==> src/rtl/iod_link_pkg.sv <==
// iod_link_pkg: shared states and constants for the RX link controller.
package iod_link_pkg;
   typedef enum logic [2:0] {
      IDLE     = 3'd0,
      PLL_WAIT = 3'd1,
      IOD_RST  = 3'd2,
      TRAIN    = 3'd3,
      VERIFY   = 3'd4,
      LINK_UP  = 3'd5,
      RETRY    = 3'd6,
      FAIL     = 3'd7
   } state_t;
   localparam int RST_CYCLES  = 16;
   localparam int SYNC_STAGES = 2;
   function automatic int imax(input int a, input int b);
      return (a > b) ? a : b;
   endfunction
endpackage

==> src/rtl/iod_rx_link_ctrl_if.sv <==
// iod_rx_link_ctrl_if: lane-side signals of the link controller.
// master = controller (drives *_o), slave = PLL/IOD/PRBS environment (drives *_i).
interface iod_rx_link_ctrl_if #(parameter int CNT_W = 16);
   logic             start_i;
   logic             pll_lock_i;
   logic             train_done_i;
   logic             train_error_i;
   logic             prbs_err_i;
   logic             iod_arst_n_o;
   logic             train_restart_o;
   logic             prbs_en_o;
   logic             link_up_o;
   logic             fail_o;
   logic [3:0]       retry_cnt_o;
   logic [CNT_W-1:0] err_cnt_o;
   logic [2:0]       state_o;
   modport master (
      input  start_i, pll_lock_i, train_done_i, train_error_i, prbs_err_i,
      output iod_arst_n_o, train_restart_o, prbs_en_o, link_up_o, fail_o,
             retry_cnt_o, err_cnt_o, state_o
   );
   modport slave (
      output start_i, pll_lock_i, train_done_i, train_error_i, prbs_err_i,
      input  iod_arst_n_o, train_restart_o, prbs_en_o, link_up_o, fail_o,
             retry_cnt_o, err_cnt_o, state_o
   );
endinterface

==> src/rtl/iod_link_sync2.sv <==
// iod_link_sync2: multi-flop synchronizer for one asynchronous level input.
// Ports: i_clk clock, i_rst async active-high reset (output resets to 0),
//        i_d asynchronous input, o_q synchronized output.
module iod_link_sync2
   import iod_link_pkg::*;
(
   input  logic i_clk,
   input  logic i_rst,
   input  logic i_d,
   output logic o_q
);
   logic [SYNC_STAGES-1:0] r_sync;
   always_ff @(posedge i_clk or posedge i_rst)
      if (i_rst) r_sync <= '0;
      else       r_sync <= {r_sync[SYNC_STAGES-2:0], i_d};
   assign o_q = r_sync[SYNC_STAGES-1];
endmodule

==> src/rtl/iod_rx_link_ctrl.sv <==
// iod_rx_link_ctrl: PF_IOD RX lane bring-up, training, PRBS verify and supervision.
// Ports: clk_i fabric clock, rst_i async active-high reset,
//        bus (master) start/lock/train/prbs inputs; ARST_N, restart pulse,
//        PRBS enable, link/fail status, retry/error counters, debug state.
module iod_rx_link_ctrl
   import iod_link_pkg::*;
#(
   parameter int LOCK_WAIT     = 1024,
   parameter int TRAIN_TIMEOUT = 65536,
   parameter int PRBS_WINDOW   = 4096,
   parameter int ERR_THRESH    = 1,
   parameter int MAX_RETRY     = 3,
   parameter int CNT_W         = 16
)(
   input  logic clk_i,
   input  logic rst_i,
   iod_rx_link_ctrl_if.master bus
);
   localparam int TW = $clog2(imax(imax(LOCK_WAIT, TRAIN_TIMEOUT), imax(PRBS_WINDOW, RST_CYCLES)));
   localparam logic [TW-1:0] LW_END = TW'(LOCK_WAIT - 1);
   localparam logic [TW-1:0] TT_END = TW'(TRAIN_TIMEOUT - 1);
   localparam logic [TW-1:0] PW_END = TW'(PRBS_WINDOW - 1);
   localparam logic [TW-1:0] RC_END = TW'(RST_CYCLES - 1);
   logic w_lock_s, w_done_s, w_terr_s, w_perr_s;
   state_t r_state, w_state_d;
   logic [TW-1:0] r_tmr, w_tmr_d;
   logic [3:0] r_retry;
   logic [CNT_W-1:0] r_err, w_err_inc;
   logic r_arst_n, r_restart, r_prbs_en, r_link_up, r_fail;
   iod_link_sync2 u_sync_lock (.i_clk(clk_i), .i_rst(rst_i), .i_d(bus.pll_lock_i),    .o_q(w_lock_s));
   iod_link_sync2 u_sync_done (.i_clk(clk_i), .i_rst(rst_i), .i_d(bus.train_done_i),  .o_q(w_done_s));
   iod_link_sync2 u_sync_terr (.i_clk(clk_i), .i_rst(rst_i), .i_d(bus.train_error_i), .o_q(w_terr_s));
   iod_link_sync2 u_sync_perr (.i_clk(clk_i), .i_rst(rst_i), .i_d(bus.prbs_err_i),    .o_q(w_perr_s));
   assign w_err_inc = (r_err == '1) ? r_err : r_err + CNT_W'(w_perr_s);
   always_comb begin
      w_state_d = r_state;
      if (!bus.start_i)
         w_state_d = IDLE;
      else if (!w_lock_s && (r_state inside {IOD_RST, TRAIN, VERIFY, LINK_UP}))
         w_state_d = PLL_WAIT;
      else
         case (r_state)
            IDLE:     w_state_d = PLL_WAIT;
            PLL_WAIT: if (w_lock_s && r_tmr == LW_END) w_state_d = IOD_RST;
            IOD_RST:  if (r_tmr == RC_END) w_state_d = TRAIN;
            TRAIN:    w_state_d = (w_terr_s || r_tmr == TT_END) ? RETRY : w_done_s ? VERIFY : TRAIN;
            VERIFY:   if (!w_done_s) w_state_d = RETRY;
                      else if (r_tmr == PW_END)
                         w_state_d = (32'(w_err_inc) >= 32'(ERR_THRESH)) ? RETRY : LINK_UP;
            LINK_UP:  if (!w_done_s || w_terr_s) w_state_d = RETRY;
            RETRY:    w_state_d = (r_retry == 4'(MAX_RETRY)) ? FAIL : IOD_RST;
            default:  w_state_d = FAIL;
         endcase
   end
   // The shared timer restarts on every state entry; in PLL_WAIT it also
   // restarts whenever lock drops so only continuous lock is counted.
   assign w_tmr_d = (w_state_d != r_state || (r_state == PLL_WAIT && !w_lock_s)) ? '0 : r_tmr + 1'b1;
   always_ff @(posedge clk_i or posedge rst_i)
      if (rst_i) begin
         r_state <= IDLE;
         r_tmr   <= '0;
      end else begin
         r_state <= w_state_d;
         r_tmr   <= w_tmr_d;
      end
   // Outputs are decoded from the next state so they update on the same edge as state_o.
   always_ff @(posedge clk_i or posedge rst_i)
      if (rst_i) begin
         r_retry   <= '0;
         r_err     <= '0;
         r_arst_n  <= 1'b0;
         r_restart <= 1'b0;
         r_prbs_en <= 1'b0;
         r_link_up <= 1'b0;
         r_fail    <= 1'b0;
      end else begin
         r_retry   <= (w_state_d == IDLE) ? '0 : (r_state == RETRY && w_state_d == IOD_RST) ? r_retry + 1'b1 : r_retry;
         r_err     <= (w_state_d == IDLE || (w_state_d == VERIFY && r_state != VERIFY)) ? '0 :
                      (r_state inside {VERIFY, LINK_UP}) ? w_err_inc : r_err;
         r_arst_n  <= w_state_d inside {TRAIN, VERIFY, LINK_UP};
         r_restart <= w_state_d == TRAIN && r_state != TRAIN;
         r_prbs_en <= w_state_d inside {VERIFY, LINK_UP};
         r_link_up <= w_state_d == LINK_UP;
         r_fail    <= w_state_d == FAIL;
      end
   assign bus.iod_arst_n_o    = r_arst_n;
   assign bus.train_restart_o = r_restart;
   assign bus.prbs_en_o       = r_prbs_en;
   assign bus.link_up_o       = r_link_up;
   assign bus.fail_o          = r_fail;
   assign bus.retry_cnt_o     = r_retry;
   assign bus.err_cnt_o       = r_err;
   assign bus.state_o         = r_state;
endmodule

==> src/flat_wrapper.sv <==
// flat-port wrapper written by rule: the top's interface ports become plain ports
module iod_rx_link_ctrl_flat import iod_link_pkg::*;
#(
   parameter int LOCK_WAIT     = 1024,
   parameter int TRAIN_TIMEOUT = 65536,
   parameter int PRBS_WINDOW   = 4096,
   parameter int ERR_THRESH    = 1,
   parameter int MAX_RETRY     = 3,
   parameter int CNT_W         = 16
)
  (clk_i, rst_i, bus_start_i, bus_pll_lock_i, bus_train_done_i, bus_train_error_i, bus_prbs_err_i, bus_iod_arst_n_o, bus_train_restart_o, bus_prbs_en_o, bus_link_up_o, bus_fail_o, bus_retry_cnt_o, bus_err_cnt_o, bus_state_o);
  iod_rx_link_ctrl_if #(.CNT_W(CNT_W)) bus_i ();
  input  logic clk_i;
  input  logic rst_i;
  input wire logic [$bits(bus_i.start_i)-1:0] bus_start_i;
  input wire logic [$bits(bus_i.pll_lock_i)-1:0] bus_pll_lock_i;
  input wire logic [$bits(bus_i.train_done_i)-1:0] bus_train_done_i;
  input wire logic [$bits(bus_i.train_error_i)-1:0] bus_train_error_i;
  input wire logic [$bits(bus_i.prbs_err_i)-1:0] bus_prbs_err_i;
  output wire logic [$bits(bus_i.iod_arst_n_o)-1:0] bus_iod_arst_n_o;
  output wire logic [$bits(bus_i.train_restart_o)-1:0] bus_train_restart_o;
  output wire logic [$bits(bus_i.prbs_en_o)-1:0] bus_prbs_en_o;
  output wire logic [$bits(bus_i.link_up_o)-1:0] bus_link_up_o;
  output wire logic [$bits(bus_i.fail_o)-1:0] bus_fail_o;
  output wire logic [$bits(bus_i.retry_cnt_o)-1:0] bus_retry_cnt_o;
  output wire logic [$bits(bus_i.err_cnt_o)-1:0] bus_err_cnt_o;
  output wire logic [$bits(bus_i.state_o)-1:0] bus_state_o;
  assign bus_i.start_i = bus_start_i;
  assign bus_i.pll_lock_i = bus_pll_lock_i;
  assign bus_i.train_done_i = bus_train_done_i;
  assign bus_i.train_error_i = bus_train_error_i;
  assign bus_i.prbs_err_i = bus_prbs_err_i;
  assign bus_iod_arst_n_o = bus_i.iod_arst_n_o;
  assign bus_train_restart_o = bus_i.train_restart_o;
  assign bus_prbs_en_o = bus_i.prbs_en_o;
  assign bus_link_up_o = bus_i.link_up_o;
  assign bus_fail_o = bus_i.fail_o;
  assign bus_retry_cnt_o = bus_i.retry_cnt_o;
  assign bus_err_cnt_o = bus_i.err_cnt_o;
  assign bus_state_o = bus_i.state_o;
  iod_rx_link_ctrl #(.LOCK_WAIT(LOCK_WAIT), .TRAIN_TIMEOUT(TRAIN_TIMEOUT), .PRBS_WINDOW(PRBS_WINDOW), .ERR_THRESH(ERR_THRESH), .MAX_RETRY(MAX_RETRY), .CNT_W(CNT_W)) u_core (.clk_i(clk_i), .rst_i(rst_i), .bus(bus_i));
endmodule
==> config.mk <==
export PLATFORM = sky130hd
export DESIGN_NAME = iod_rx_link_ctrl_flat
export DESIGN_NICKNAME = d
export VERILOG_FILES = /design/src/rtl/iod_link_pkg.sv /design/src/rtl/iod_rx_link_ctrl_if.sv /design/src/rtl/iod_link_sync2.sv /design/src/rtl/iod_rx_link_ctrl.sv /design/src/flat_wrapper.sv
export SDC_FILE = /design/constraint.sdc
export NUM_CORES = 1
export LEC_CHECK = 0
export CELL_PAD_IN_SITES_DETAIL_PLACEMENT = 1
export CELL_PAD_IN_SITES_GLOBAL_PLACEMENT = 1
export CORE_ASPECT_RATIO = 1.4
export CORE_MARGIN = 2
export CORE_UTILIZATION = 48
export CTS_BUF_LIST = sky130_fd_sc_hd__clkbuf_2 sky130_fd_sc_hd__clkbuf_4 sky130_fd_sc_hd__clkbuf_8
export DETAILED_ROUTE_END_ITERATION = 6
export PLACE_DENSITY = 0.95
export SYNTH_ARGS = -nofsm -noshare
export SYNTH_HDL_FRONTEND = slang
export SYNTH_SLANG_ARGS = --single-unit
export TNS_END_PERCENT = 50
==> constraint.sdc <==
create_clock -name clk_i -period 4.67 [get_ports clk_i]
set_clock_uncertainty 0.2 [all_clocks]
set_input_delay 0.934 -clock clk_i [delete_from_list [all_inputs] [get_ports clk_i]]
set_output_delay 0.934 -clock clk_i [all_outputs]
set_load 0.005 [all_outputs]
==> results of run 1 <==
## cell usage after synthesis, types with 8 or more instances
library cell,count
nor2_1,43
xor2_1,10
nor4_1,13
nand2_1,27
nand4_1,13
nand3_1,16
dfrtp_1,52
a21oi_1,10
inv_1,8
and4_1,8
xnor2_1,24
## final cells by class
| type | count | area [sq um] | area share |
|---|---|---|---|
| clock buffer | 5 | 68.82 | 0.01993 |
| clock inverter | 1 | 30.03 | 0.008699 |
| inverter | 8 | 30.03 | 0.008699 |
| multi-input combinational | 248 | 1592 | 0.4610 |
| sequential | 52 | 1301 | 0.3769 |
| tap | 72 | 90.09 | 0.02610 |
| timing repair buffer | 34 | 340.3 | 0.09859 |
## per-layer routing
metal,vias to the layer above,share of wire,wire (um)
met2,59,0.54,4111
met4,0,0.029,222
met5,-,0,0
met1,1317,0.39,2970
met3,21,0.032,240
li1,1225,-,-
## registers in the layout, summed over array words and instances (netlist names)
name,cells
u_core.bus.err_cnt_o,16
u_core.r_tmr,16
u_core.bus.retry_cnt_o,4
u_core.bus.state_o,3
u_core.u_sync_done.r_sync,2
u_core.u_sync_lock.r_sync,2
u_core.u_sync_perr.r_sync,2
u_core.u_sync_terr.r_sync,2
u_core.bus.fail_o,1
u_core.bus.iod_arst_n_o,1
u_core.bus.link_up_o,1
u_core.bus.prbs_en_o,1
u_core.bus.train_restart_o,1
## through the flow
stage | hold WS, ns | setup WS (ns) | utilization | instance area (sq um)
final | 0.1570 | 1.355 | 0.5635 | 3452
after global placement | 0.1335 | 1.368 | 0.5474 | 3353
after global routing | 0.1615 | 1.137 | 0.5635 | 3452
after detailed placement | 0.1387 | 1.218 | 0.5474 | 3353
after CTS | 0.1590 | 1.326 | 0.5635 | 3452
after floorplan | 0.1312 | 2.032 | - | 2988
## power groups by stage
stage          Sequential (mW)  Clock, mW  Combinational [mW]
3_3_place_gp             0.482          0              0.0534
3_5_place_dp             0.483          0              0.0563
4_1_cts                  0.475      0.299              0.0569
6_report                 0.475      0.291              0.0559
5_1_grt                  0.477      0.312              0.0635
2_1_floorplan            0.478          0              0.0405
## final timing paths
path,startpoint,to,cells past startpoint
setup / recovery,u_core.r_tmr[0],u_core.bus.err_cnt_o[14],7
min in group asynchronous,rst_i,u_core.r_tmr[2],2
setup reg to reg,u_core.r_tmr[0],u_core.bus.err_cnt_o[14],7
hold / removal,u_core.u_sync_done.r_sync[0],u_core.u_sync_done.r_sync[1],0
hold reg to reg,u_core.u_sync_done.r_sync[0],u_core.u_sync_done.r_sync[1],0
max in group asynchronous,rst_i,u_core.bus.retry_cnt_o[1],2
## worst max-delay path, delay by kind of cell (launching register included)
family | cells | cell delay, ns
flops | 1 | 0.42
simple gates | 3 | 0.58
compound gates | 3 | 1.74
fa+ha+maj | 1 | 0.23
## logic make-up (layout without fill, tap and decap cells)
kind of cell / Yosys count / in the layout / share of synthesized area
AO/OA/AOI/OAI: 46 / 46 / 0.1122
buffers and inverters: 22 / 48 / 0.03183
adder cells (fa/ha/maj): 4 / 4 / 0.01675
XOR/XNOR: 34 / 34 / 0.09966
flip-flops: 52 / 52 / 0.4355
AND/OR/NAND/NOR: 162 / 162 / 0.2969
multiplexers: 2 / 2 / 0.007119
==> impl_metrics.py, run 1 <==
metrics = {
    "place": {
        "placedCellCount": 414,
        "gp_congestion": 0.8373,
        "hpwl_um": 5605,
        "place.port_buffers": 34,
    },
    "pwr": {
        "clockPowerShare": 0.354,
        "combPwrFrac": 0.068,
        "swShare": 0.2266,
        "pwr-share-seq": 0.578,
        "total_power_mw": 0.8223,
        "p_sw_mw": 0.1863,
        "peakVddDrop_mv": 0.1722,
        "leakage_nw": 1.333,
        "intPower_mw": 0.6360,
        "power_density_mw_per_mm2": 238.2,
    },
    "drt": {
        "drt_pass1_iterations": 4,
        "drc": 0,
        "ant_nets": 0,
        "post_drt_wl_per_cell_um": 17.96,
        "drt_iter0_markers": 106,
        "via_count": 2622,
        "vias_per_cell": 6.243,
        "routed_wl_um": 7544,
    },
    "synthesis": {
        "ys_types": 56,
        "synth_top_area_frac": 0.4355,
        "synth-seq-cells": 52,
        "synthFlopType": "dfrtp_1",
        "synth_cells": 322,
        "async_flop_share": 1.000,
        "netlist_area_sq_mm": 0.002988,
        "synth_edf_count": 0,
        "yosysWarningCount": 0,
        "ys_top_cells_by_area": "dfrtp_1, xnor2_1, nor2_1, nand2_1, xor2_1",
        "synth.avg_cell_area_sq_um": 9.279,
        "yosysSeqAreaShare": 0.4355,
        "syn_nets": 333,
        "synth_top_cell_by_area": "dfrtp_1",
    },
    "clock_tree": {
        "tritoncts.num_buffers": 5,
        "cts_root_buf": "clkbuf_8",
        "clockBufferDepth": 2,
        "clock_latency_ns": 0.30,
        "htree_levels": 2,
        "post-cts-setup-buffers": 0,
        "cts_hold_repair.buffers": 0,
        "path_clk_slew_ns": 0.09,
        "cts-resized-gates": 0,
        "clkSinkCount": 52,
        "cts_tree": "yes",
    },
    "timing": {
        "timing.final.crit_period_ns": 3.315,
        "setup_viol": 0,
        "worst_pin_slew_ns": 1.072,
        "hold_viol": 0,
        "rsz0062_at_grt": "false",
        "max_freq_mhz": 301.7,
        "finalSetupTns_ns": 0,
        "maxSlewViolCount": 0,
        "slew_headroom": 0.2842,
        "period_share": 0.7098,
    },
    "global_route": {
        "met1_usage": 0.2559,
        "grt-busiest-layer": "met2",
        "met3_usage": 0.02801,
        "antenna_found_initial": 0,
        "grt_pass1_wl_um": 12980,
        "grt_pass1_vias": 2802,
        "grt_max_degree": 53,
        "grt_usage": 0.2294,
        "grt-ovfl-total": 0,
        "use_met2": 0.4357,
    },
    "setup_path": {
        "critPathKind": "reg2reg",
        "crit_slowest_cell": "o41ai_1",
        "regToRegSetupSlack_ns": 1.36,
        "path_max_fanout": 16,
        "required_ns": 4.63,
        "cp_slowest_stage_delay_ns": 0.82,
        "cp-start-kind": "flop",
        "path_cells": "ha_1, nand4_1, o41ai_1, nand2_1, a31o_2, a21oi_2, nor2_1",
        "worstPathArrival_ns": 3.27,
        "cp-end-kind": "flop",
    },
    "finish": {
        "final_cells": 420,
        "diodes": 0,
        "area_growth_pct": 15.54,
        "final_nets": 360,
        "final_cell_mix": "dfrtp_1, nor2_1, clkdlybuf4s50_1, nand2_1, xnor2_1",
        "fillers": 711,
        "final_common_cell": "dfrtp_1",
        "drive_gt1_frac": 0.05172,
    },
    "floorplan": {
        "chipHeight_um": 97.35,
        "rows": 34,
        "fp.coreArea_sq_mm": 0.006126,
        "die-area_sq_mm": 0.006881,
        "die_width_um": 70.68,
        "ios": 35,
        "initial_utilization": 0.4877,
    },
    "status": {
        "status": "completed",
    },
    "flow_run": {
        "maxCapViolations": 0,
    },
    "hold_path": {
        "min-delay-path-class": "reg2reg",
    },
}
(Power assumes the default switching activity.)
==> run 2: changes to the inputs <==
- CORE_UTILIZATION: 48 -> 40
- PLACE_DENSITY: 0.95 -> 0.86
- clock period: 4.67 -> 3 ns (I/O delays scaled with it)
==> impl_metrics.py, run 2 (synthesis results as in run 1) <==
metrics = {
    "timing": {
        "hold_ws_ns": 0.1543,
        "max_freq_mhz": 344.4,
        "rsz0062_at_grt": "false",
        "worst_pin_slew_ns": 0.5739,
        "hold_viol": 0,
        "timing.final.crit_period_ns": 2.904,
        "finalSetupTns_ns": 0,
        "maxSlewViolCount": 0,
        "setup_viol": 0,
        "slew_headroom": 0.6169,
        "period_share": 0.9680,
        "finalWorstSetupSlack_ns": 0.09604,
    },
    "finish": {
        "final_cell_mix": "dfrtp_1, nor2_1, clkdlybuf4s50_1, nand2_1, xnor2_1",
        "area_growth_pct": 22.74,
        "final_util": 0.5014,
        "diodes": 0,
        "final_common_cell": "dfrtp_1",
        "fillers": 893,
        "final-seq-area_sq_mm": 0.001303,
        "drive_gt1_frac": 0.1202,
        "multiInputGateArea_sq_mm": 0.001630,
        "final_nets": 376,
    },
    "global_route": {
        "grt_usage": 0.2107,
        "grt-ovfl-total": 0,
        "grt_pass1_vias": 2931,
        "antenna_found_initial": 0,
        "grt_max_degree": 28,
        "grt_pass1_wl_um": 13970,
    },
    "clock_tree": {
        "clkSinkCount": 52,
        "cts_tree": "yes",
        "cts_root_buf": "clkbuf_8",
        "cts_hold_repair.buffers": 0,
        "path_clk_slew_ns": 0.10,
        "post-cts-setup-buffers": 0,
        "tritoncts.num_buffers": 5,
        "clockBufferDepth": 2,
        "clock_latency_ns": 0.31,
        "htree_levels": 2,
    },
    "floorplan": {
        "fp.coreArea_sq_mm": 0.007315,
        "die_width_um": 77.05,
        "ios": 35,
        "rows": 37,
        "initial_utilization": 0.4085,
        "chipHeight_um": 106.3,
        "die-area_sq_mm": 0.008187,
    },
    "drt": {
        "post_drt_wl_per_cell_um": 17.40,
        "drc": 0,
        "vias_per_cell": 5.775,
        "routed_wl_um": 8058,
        "via_count": 2674,
        "ant_nets": 0,
        "drt_pass1_iterations": 4,
        "drt_iter0_markers": 72,
    },
    "setup_path": {
        "crit_slowest_cell": "or4b_1",
        "cp-end-kind": "flop",
        "path_max_fanout": 8,
        "cp-start-kind": "flop",
        "required_ns": 3.00,
        "critPathKind": "reg2reg",
        "path_cells": "ha_1, and4_2, or4b_1, nor4_2, o22ai_2, o32a_1, buf_4, nor4_1",
        "worstPathArrival_ns": 2.90,
        "cp_slowest_stage_delay_ns": 0.46,
    },
    "pwr": {
        "leakage_nw": 1.427,
        "peakVddDrop_mv": 0.2257,
        "power_density_mw_per_mm2": 346.4,
    },
    "status": {
        "status": "completed",
    },
    "place": {
        "hpwl_um": 6174,
        "place.port_buffers": 34,
        "dpl_worst_slack_ns": 0.04026,
        "gp_congestion": 0.8792,
    },
    "hold_path": {
        "min-delay-path-class": "reg2reg",
    },
    "flow_run": {
        "maxCapViolations": 0,
    },
}
## run 2: timing repair
item | 4_1_cts | 5_1_grt
gates resized for setup | 0 | 8
endpoints found under the hold margin | 0 | 0
endpoints found under the setup margin | 0 | 9
## run 2: layout make-up
cell class | count | share of cell area
Multi-Input combinational cell | 248 | 0.4446
Sequential cell | 52 | 0.3552
Timing Repair Buffer | 50 | 0.1324
Tap cell | 97 | 0.03309
Clock buffer | 7 | 0.02456
Inverter | 8 | 0.008188
Clock inverter | 1 | 0.002047
## run 2: per-stage QoR
stage	instance area (sq um)	total power, mW	instances
floorplan	2988	0.8071	322
global placement	3530	0.8484	455
detailed placement	3530	0.8555	455
CTS	3627	1.286	463
global route	3667	1.332	463
finish	3667	1.270	463
## run 2: per-layer routing
metal  global-route usage  routed length (um)
met5                    0                   0
met1               0.2277                3094
met3              0.02547                 252
met2               0.4154                4524
met4              0.07270                 187
## run 2: power by group
group	internal (mW)	switching, mW	total [mW]	leakage [nW]
Sequential	0.718	0.0208	0.738	0.702
Clock	0.197	0.230	0.427	0.0479
Combinational	0.0445	0.0602	0.105	0.677
Total	0.959	0.311	1.27	1.43
## run 2: critical path: cells and delay by family, from the launching register on
family	cells	cell delay, ns
compound gates	2	0.53
simple gates	4	1.24
buf+inv	1	0.17
flops	1	0.42
fa+ha+maj	1	0.24
## run 2: path summary, 6_finish.rpt
check / startpoint / to / slack, ns / cells after the start
min reg2reg: u_core.u_sync_lock.r_sync[0] / u_core.u_sync_lock.r_sync[1] / 0.15 / 0
max: u_core.bus.err_cnt_o[0] / u_core.r_tmr[7] / 0.1 / 8
max reg2reg: u_core.bus.err_cnt_o[0] / u_core.r_tmr[7] / 0.1 / 8
min in group asynchronous: rst_i / u_core.r_tmr[3] / 0.46 / 2
max in group asynchronous: rst_i / u_core.bus.err_cnt_o[0] / 1.58 / 3
min: u_core.u_sync_lock.r_sync[0] / u_core.u_sync_lock.r_sync[1] / 0.15 / 0
